===== config.mk =====
export PLATFORM = sky130hd
export DESIGN_NAME = pwm_in_snapshot_arbiter
export DESIGN_NICKNAME = d
export VERILOG_FILES = /design/src/rtl/pwm_in_snapshot_arbiter.sv
export SDC_FILE = /design/constraint.sdc
export NUM_CORES = 1
export LEC_CHECK = 0
export CORE_AREA = 4 4 202 204
export DETAILED_ROUTE_END_ITERATION = 10
export DIE_AREA = 0 0 206 208
export GPL_ROUTABILITY_DRIVEN = 0
export HOLD_SLACK_MARGIN = 0.03
export SLEW_MARGIN = 20
export SYNTH_ARGS = -nofsm -noshare
export SYNTH_HDL_FRONTEND = slang
export SYNTH_SLANG_ARGS = --single-unit

===== constraint.sdc =====
create_clock -name xclk -period 5.8 [get_ports xclk]
set_input_delay 0.58 -clock xclk [delete_from_list [all_inputs] [get_ports xclk]]
set_output_delay 0.58 -clock xclk [all_outputs]
set_load 0.05 [all_outputs]

===== src/rtl/pwm_in_snapshot_arbiter.sv =====
// Shares PWM-input result registers between a host requester and a round-robin
// auto-scan timer, returning a double-sampled, classified 64-bit snapshot per grant.
module pwm_in_snapshot_arbiter #(
   parameter int NCH       = 4,
   parameter int SCAN_DIV  = 75000,
   parameter int MAX_RETRY = 3,
   localparam int CW       = (NCH > 1) ? $clog2(NCH) : 1
) (
   input  logic              xclk,
   input  logic              reset,
   input  logic [NCH*32-1:0] ch_period,
   input  logic [NCH*32-1:0] ch_ontime,
   input  logic              host_req,
   input  logic [CW-1:0]     host_ch,
   output logic              host_ack,
   input  logic              scan_en,
   output logic              scan_overrun,
   output logic              busy,
   output logic              res_stb,
   output logic              res_src,
   output logic [CW-1:0]     res_ch,
   output logic [31:0]       res_period,
   output logic [31:0]       res_ontime,
   output logic [1:0]        res_status
);

   localparam int TW = (SCAN_DIV > 1) ? $clog2(SCAN_DIV) : 1;
   localparam int RW = (MAX_RETRY > 0) ? $clog2(MAX_RETRY + 1) : 1;

   typedef enum logic [2:0] {IDLE, SEL, CAP0, CMP, OUT} state_t;

   state_t          state_reg, state_next;
   logic            src_reg;
   logic [CW-1:0]   ch_reg;
   logic [RW-1:0]   retry_reg;
   logic [31:0]     tmp_period_reg, tmp_ontime_reg;
   logic [31:0]     live_period_reg, live_ontime_reg;
   logic            torn_reg;
   logic [TW-1:0]   timer_reg;
   logic            scan_pending_reg;
   logic [CW-1:0]   scan_idx_reg;

   logic            grant_host, grant_scan;
   logic            snap_match, retry_exhausted;
   logic            scan_tick, scan_done;
   logic [31:0]     mux_period, mux_ontime;
   logic [31:0]     period_arr [NCH];
   logic [31:0]     ontime_arr [NCH];

   genvar gi;
   generate
      for (gi = 0; gi < NCH; gi++) begin : g_unpack
         assign period_arr[gi] = ch_period[32*gi +: 32];
         assign ontime_arr[gi] = ch_ontime[32*gi +: 32];
      end
   endgenerate

   assign mux_period      = period_arr[ch_reg];
   assign mux_ontime      = ontime_arr[ch_reg];
   assign snap_match      = (mux_period == tmp_period_reg) && (mux_ontime == tmp_ontime_reg);
   assign retry_exhausted = (retry_reg == RW'(MAX_RETRY));
   assign busy            = (state_reg != IDLE);
   assign scan_tick       = scan_en && (timer_reg == TW'(SCAN_DIV - 1));
   assign scan_done       = (state_reg == OUT) && src_reg;

   always_ff @(posedge xclk or negedge reset) begin
      if (!reset) state_reg <= IDLE;
      else        state_reg <= state_next;
   end

   // Host has fixed priority; a pending scan is only honoured while scanning is enabled.
   always_comb begin
      state_next = state_reg;
      grant_host = 1'b0;
      grant_scan = 1'b0;
      case (state_reg)
         IDLE: begin
            if (host_req) begin
               grant_host = 1'b1;
               state_next = SEL;
            end else if (scan_pending_reg && scan_en) begin
               grant_scan = 1'b1;
               state_next = SEL;
            end
         end
         SEL:  state_next = CAP0;
         CAP0: state_next = CMP;
         CMP:  state_next = (snap_match || retry_exhausted) ? OUT : CAP0;
         OUT:  state_next = IDLE;
         default: state_next = IDLE;
      endcase
   end

   always_ff @(posedge xclk or negedge reset) begin
      if (!reset) begin
         src_reg         <= 1'b0;
         ch_reg          <= '0;
         retry_reg       <= '0;
         tmp_period_reg  <= '0;
         tmp_ontime_reg  <= '0;
         live_period_reg <= '0;
         live_ontime_reg <= '0;
         torn_reg        <= 1'b0;
         host_ack        <= 1'b0;
         res_stb         <= 1'b0;
         res_src         <= 1'b0;
         res_ch          <= '0;
         res_period      <= '0;
         res_ontime      <= '0;
         res_status      <= 2'b00;
      end else begin
         host_ack <= 1'b0;
         res_stb  <= 1'b0;
         case (state_reg)
            IDLE: begin
               if (grant_host || grant_scan) begin
                  src_reg   <= grant_scan;
                  ch_reg    <= grant_scan ? scan_idx_reg : host_ch;
                  retry_reg <= '0;
               end
            end
            CAP0: begin
               tmp_period_reg <= mux_period;
               tmp_ontime_reg <= mux_ontime;
            end
            CMP: begin
               // The result always reports what was live in the final compare cycle.
               live_period_reg <= mux_period;
               live_ontime_reg <= mux_ontime;
               torn_reg        <= !snap_match;
               if (!snap_match && !retry_exhausted) retry_reg <= retry_reg + RW'(1);
            end
            OUT: begin
               res_stb    <= 1'b1;
               host_ack   <= !src_reg;
               res_src    <= src_reg;
               res_ch     <= ch_reg;
               res_period <= live_period_reg;
               res_ontime <= live_ontime_reg;
               if (torn_reg)                               res_status <= 2'b10;
               else if (live_period_reg == '0)             res_status <= 2'b01;
               else if (live_ontime_reg > live_period_reg) res_status <= 2'b11;
               else                                        res_status <= 2'b00;
            end
            default: ;
         endcase
      end
   end

   // A tick that lands while the previous scan is still pending keeps it pending.
   always_ff @(posedge xclk or negedge reset) begin
      if (!reset) begin
         timer_reg        <= '0;
         scan_pending_reg <= 1'b0;
         scan_overrun     <= 1'b0;
         scan_idx_reg     <= '0;
      end else begin
         if (!scan_en) begin
            timer_reg        <= '0;
            scan_pending_reg <= 1'b0;
            scan_overrun     <= 1'b0;
         end else if (scan_tick) begin
            timer_reg        <= '0;
            scan_pending_reg <= 1'b1;
            if (scan_pending_reg) scan_overrun <= 1'b1;
         end else begin
            timer_reg <= timer_reg + TW'(1);
            if (scan_done) scan_pending_reg <= 1'b0;
         end
         if (scan_done)
            scan_idx_reg <= (scan_idx_reg == CW'(NCH - 1)) ? '0 : scan_idx_reg + CW'(1);
      end
   end

endmodule


* Word-level counts from Yosys, hierarchy flattened *
Cells that the tools add are included.

cells by class
  $mul = 0
  div/mod/pow operators = 0
  bitwise logic cells = 1
  eq/ne operators = 15
  $add $sub $neg = 3
  reduce and logical (&&, ||, !) cells = 17
  order comparisons = 2
  multiplexer cells = 33
  shift operators = 0

operators with widths
  operator                                                  count
  binary-select mux 32 bit (select 2 bit)                   2
  two-way mux 32 bit                                        4
  equality test 32 bit                                      2
  two-way mux 17 bit                                        2
  > comparator 32 bit                                       1
  zero test 32 bit                                          1
  adder 17 x 1 -> 17 bit, second input constant             1
  equality test 17 bit, second input constant               1
  two-way mux 2 bit                                         7
  two-way mux 1 bit                                         13
  one-hot mux 3 bit (4 select lines)                        1
  two-way mux 3 bit                                         3
  equality test 3 x 2 -> 1 bit, second input constant       2
  logical AND 1 bit                                         5
  adder 2 x 1 -> 2 bit, second input constant               2
  equality test 2 bit, second input constant                2
  != test 2 x 1 -> 1 bit, second input constant             2
  != test 2 bit, second input constant                      2
  one-hot mux 2 bit (2 select lines)                        1
  AND reduction 2 bit                                       2
  equality test 3 x 1 -> 1 bit, second input constant       1
  equality test 3 bit, second input constant                1
  greater-or-equal comparator 3 bit, second input constant  1
  zero test 1 bit                                           3
  8 further kinds                                           9

storage, ports and cells
  register bits after elaboration = 229
  latch bits = 0
  bits in writable memories = 0
  memories kept = 0
  logic and storage cells = 91
  ROM bits = 0

* Logic depth before layout (Yosys ltp) *
  depth after elaboration = 10
  depth in mapped cells = 10

* Worst setup path after synthesis *
No wires, ideal clock.

  path type = register to register
  from = register ch_reg[1]
  to = register torn_reg
  data arrival time = 2165 ps
  stages on the path, launching flop included = 10
  setup slack = 3510 ps
  data required time = 5675 ps
  path buffers = 3
  clock period less this slack = 2290 ps
  cell sequence = dfrtp_1 -> buf_2 -> buf_2 -> clkbuf_1 -> mux4_2 -> xnor2_1 -> nand4_1 -> nor4_1 -> nand4_1 -> mux2_2

between the ends
  longest elaborated chain between the ends = 7

RTL lines
  what                                                        line    text
  start: declaration                                          34      logic [CW-1:0] ch_reg;
  start signal: assignment                                    118     ch_reg <= grant_scan ? scan_idx_reg : host_ch;
  NOT 2 -> 3 bit (implied by the code) (*)                    58, 59
  binary-select mux 32 bit (select 2 bit) (on tied branches)  58, 59
  two-way mux 32 bit (on tied branches) (2 in a row)          58, 59
  equality test 32 bit                                        60      assign snap_match = (mux_period == tmp_period_reg) && (mux_ontime == tmp_ontime_reg);
  logical AND 1 bit (*)                                       60
  zero test 1 bit (*)                                         130     torn_reg <= !snap_match;
  end signal: assignment                                      130
  end: declaration                                            38      logic torn_reg;

Mark *: on every way between the ends. The rest lies on a longest branch, timed or not. The select of a mux whose other input is x is not followed.
A chain may end at the register's enable or synchronous reset.

* Worst setup path after layout *
  from = register ch_reg[0]
  to = register retry_reg[0]

between the ends
  longest elaborated chain between the ends = 10

RTL lines
  what                                                        line    text
  NOT 2 -> 3 bit (implied by the code) (*)                    58, 59
  binary-select mux 32 bit (select 2 bit) (on tied branches)  58, 59
  two-way mux 32 bit (on tied branches) (2 in a row)          58, 59
  equality test 32 bit                                        60
  logical AND 1 bit (*)                                       60
  zero test 1 bit (*)                                         131     if (!snap_match && !retry_exhausted) retry_reg <= retry_reg + RW'(1);
  logical AND 1 bit (*)                                       131
  != test 2 bit (no source line) (*)                          --
  AND reduction 3 bit (no source line) (*)                    --
  end signal: assignment                                      131
  end: declaration                                            35      logic [RW-1:0] retry_reg;

Marked as above.

==> reports/results.ini <==
[status]
status = finished clean

[worst_setup_path]
cp_slowest_cell = dfrtp_4
critPathKind = reg2reg
critical-path-max-stage-delay_ns = 1.02
crit_path_cell_trace = buf_12 -> mux4_2 -> xnor2_1 -> nand4_1 -> nor4_1 -> nand4_1 -> nand2_1 -> mux2i_1
start_kind = flop
end_kind = flop
cp.arrival_ns = 4.21
critPathMaxFanout = 65
worstPathRequired_ns = 6.23
cp_common_cell = nand4_1

[clock_tree]
post_cts_buffers = 0
htreeDepth = 1
cts_tree = built
clkLatencyLatePin_ns = 0.52
cts.sinks = 229
cts-resized-gates = 0
cts_root_buf = clkbuf_16
cts.clk_slew.worst_paths_ns = 0.07
cts_hold_buf = 0
clockBufferDepth = 3
cts_buffers = 24

[die]
core_area_um2 = 39300
die_y_um = 208
start_util = 0.345
die-area_um2 = 42800
io_pins = 335
rows = 73
die-width_um = 206

[synth]
ys_ff_latch = 229
synth_edf_count = 0
yosysUniqueCellTypes = 38
synthArstFlopShare = 1.00
synth_top_family_by_area = multiplexers
ys_warn_count = 0
synth_top_area_share = 0.423
synth_xor_area_frac = 0.0511
synthTopCellsByArea = dfrtp_1 (42%), mux4_2 (11%), nand2_1 (8.7%)
synthMuxAreaShare = 0.212
synth_area_per_cell_um2 = 9.77
netlist_area_um2 = 13500
synth_fp_nets = 1682
synth-compound-area-share = 0.103
synthFlopType = dfrtp_1
synthSimpleGateAreaFrac = 0.139
synth_top_cell_by_area = dfrtp_1
yosysSeqAreaShare = 0.423
synthAdderAreaFrac = 0.0323
syn_inst = 1385

[pwr]
power_frac_clock = 0.151
vdd_drop_max_v = 0.000277
p_int_mw = 5.47
swShare = 0.455
p_leak_nw = 7.59
switchingPower_mw = 4.56
power_frac_seq = 0.311
power_density_nw_per_um2 = 554
p_comb_frac = 0.538

[timing]
hold_viol_final = 0
finalCriticalPeriod_ns = 3.79
finalCritPeriodShare = 0.653
holdWs_ns = 0.463
fin_skew_ns = 0.0196
slew-limit-headroom = 0.324
drv_slew = 0
grt_setup_unrepaired = false
fmax_mhz = 264
tightest_slew_ns = 1.01
setup_viol = 0
setup_tns_ns = 0

[routing]
drtIter0Drc = 702
routed_via_density = 5.10
drc_errors = 0
wl_mm = 44.7
num_vias = 11300
wire_per_inst_um = 20.2
drt-pass1-iter-count = 5
drtAntennaViolNets = 0

[placement]
io_buffer_count = 334
dp_cells = 2166
hpwl_mm = 35.6

[cells_and_area]
area_growth_pct = 33.9
final_cells = 2210
drive_above_1_share = 0.109
nNetsFinal = 1966

[flow_run]
cap_violations = 0

[grt]
grt_usage = 0.203
antenna_found_initial = 3
grt_pass1_vias = 11500
grt_pass1_wl_mm = 68.7
grt_max_degree = 132
grt_overflow = 0

[worst_hold_path]
hold_class = reg2reg

==> cell usage after synthesis, types with 2 or more instances <==
library cell / number
o211ai_1: 2
mux4_2: 64
a21oi_1: 42
nor3_1: 3
a21o_1: 12
nand4_1: 28
and3_1: 6
buf_1: 6
o21a_1: 5
nand2_1: 312
buf_6: 4
xnor2_1: 70
nor2_1: 70
o31ai_1: 2
dfrtp_1: 229
buf_2: 15
nor4b_1: 3
a31oi_1: 3
mux2_2: 66
ha_1: 35
inv_1: 37
o21ai_0: 193
clkbuf_1: 62
nor2b_1: 6
xor2_1: 9
nand3_1: 5
buf_4: 2
mux2i_1: 68
nor4_1: 13
a311o_1: 2
nand2b_1: 4
==> cell families after synthesis <==
logic type / after synthesis
multiplexers: 198
flip-flops: 229
AND/OR/NAND/NOR: 454
XOR/XNOR: 79
adder cells (fa/ha/maj): 35
AO/OA/AOI/OAI: 264
buffers and inverters: 126
==> layout make-up <==
class	count	area [µm²]
antenna	1	2.50
clock buffer	35	713
clock inverter	6	55.1
fill	3761	21200
inverter	37	139
multi-input combinational	1030	7300
sequential	229	5740
tap	525	657
timing repair buffer	347	3520
==> through the flow <==
step                      worst slack (ns)  area [µm²]  power [mW]   util
final                                 2.01       18100        10.0  0.461
after global routing                  1.80       18100        10.8  0.461
after CTS                             2.00       18100        10.1  0.460
after detailed placement              2.03       17300        8.59  0.441
after global placement                2.13       17300        8.45  0.441
after floorplan                       3.51       13500        6.71      -
==> path summary, 6_finish.rpt <==
| path | start | endpoint | slack (ns) | depth (start not counted) |
|---|---|---|---|---|
| max | ch_reg[0] | retry_reg[0] | 2.01 | 8 |
| min | timer_reg[0] | timer_reg[0] | 0.46 | 1 |
| max reg2reg | ch_reg[0] | retry_reg[0] | 2.01 | 8 |
| min reg2reg | timer_reg[0] | timer_reg[0] | 0.46 | 1 |
| max in group asynchronous | reset | res_ontime[8] | 4.31 | 3 |
| min in group asynchronous | reset | tmp_ontime_reg[24] | 0.57 | 2 |
==> critical path: cells and delay by family (launching register included) <==
family                    cells  cell delay (ns)
xor gates and xnor gates      1             0.17
buffers and inverters         1             0.36
DFF                           1             1.02
muxes                         2             0.76
and+or+nand+nor               4             1.33
==> layout by cell type, fill, tap and decap left out, types with 3 or more instances in the layout <==
cell type and instances:
clkbuf_1 5, clkbuf_16 25, dfrtp_1 227, mux4_2 64, a21o_1 12, nand2_1 310
nor2b_1 6, nand3_1 5, clkbuf_8 5, o21ai_0 193, ha_1 35, o21a_1 5
buf_12 4, mux2_2 66, clkdlybuf4s50_1 333, nor3_1 3, nor2_1 70, nand2b_1 4
nor4b_1 3, a31oi_1 3, nor4_1 13, inv_1 37, mux2i_1 68, nand4_1 28
and3_1 6, buf_4 7, xor2_1 9, xnor2_1 70, clkinv_2 5, a21oi_1 42
==> per-layer routing <==
| layer | vias to the layer above | GRT usage | share of wire |
|---|---|---|---|
| met3 | 41 | 0.0316 | 0.053 |
| li1 | 5419 | - | - |
| met5 | - | 0 | 0.00029 |
| met1 | 5497 | 0.293 | 0.46 |
| met4 | 2 | 0.0349 | 0.013 |
| met2 | 315 | 0.330 | 0.47 |
==> power by group through the flow <==
| stage | combinational [mW] | clock [mW] | sequential (mW) |
|---|---|---|---|
| after global placement | 5.33 | 0 | 3.12 |
| after global routing | 5.93 | 1.62 | 3.22 |
| final | 5.40 | 1.52 | 3.12 |
| after detailed placement | 5.44 | 0 | 3.14 |
| after CTS | 5.46 | 1.56 | 3.12 |
| after floorplan | 3.16 | 0 | 3.55 |
Power figures use the tool's default switching activity.
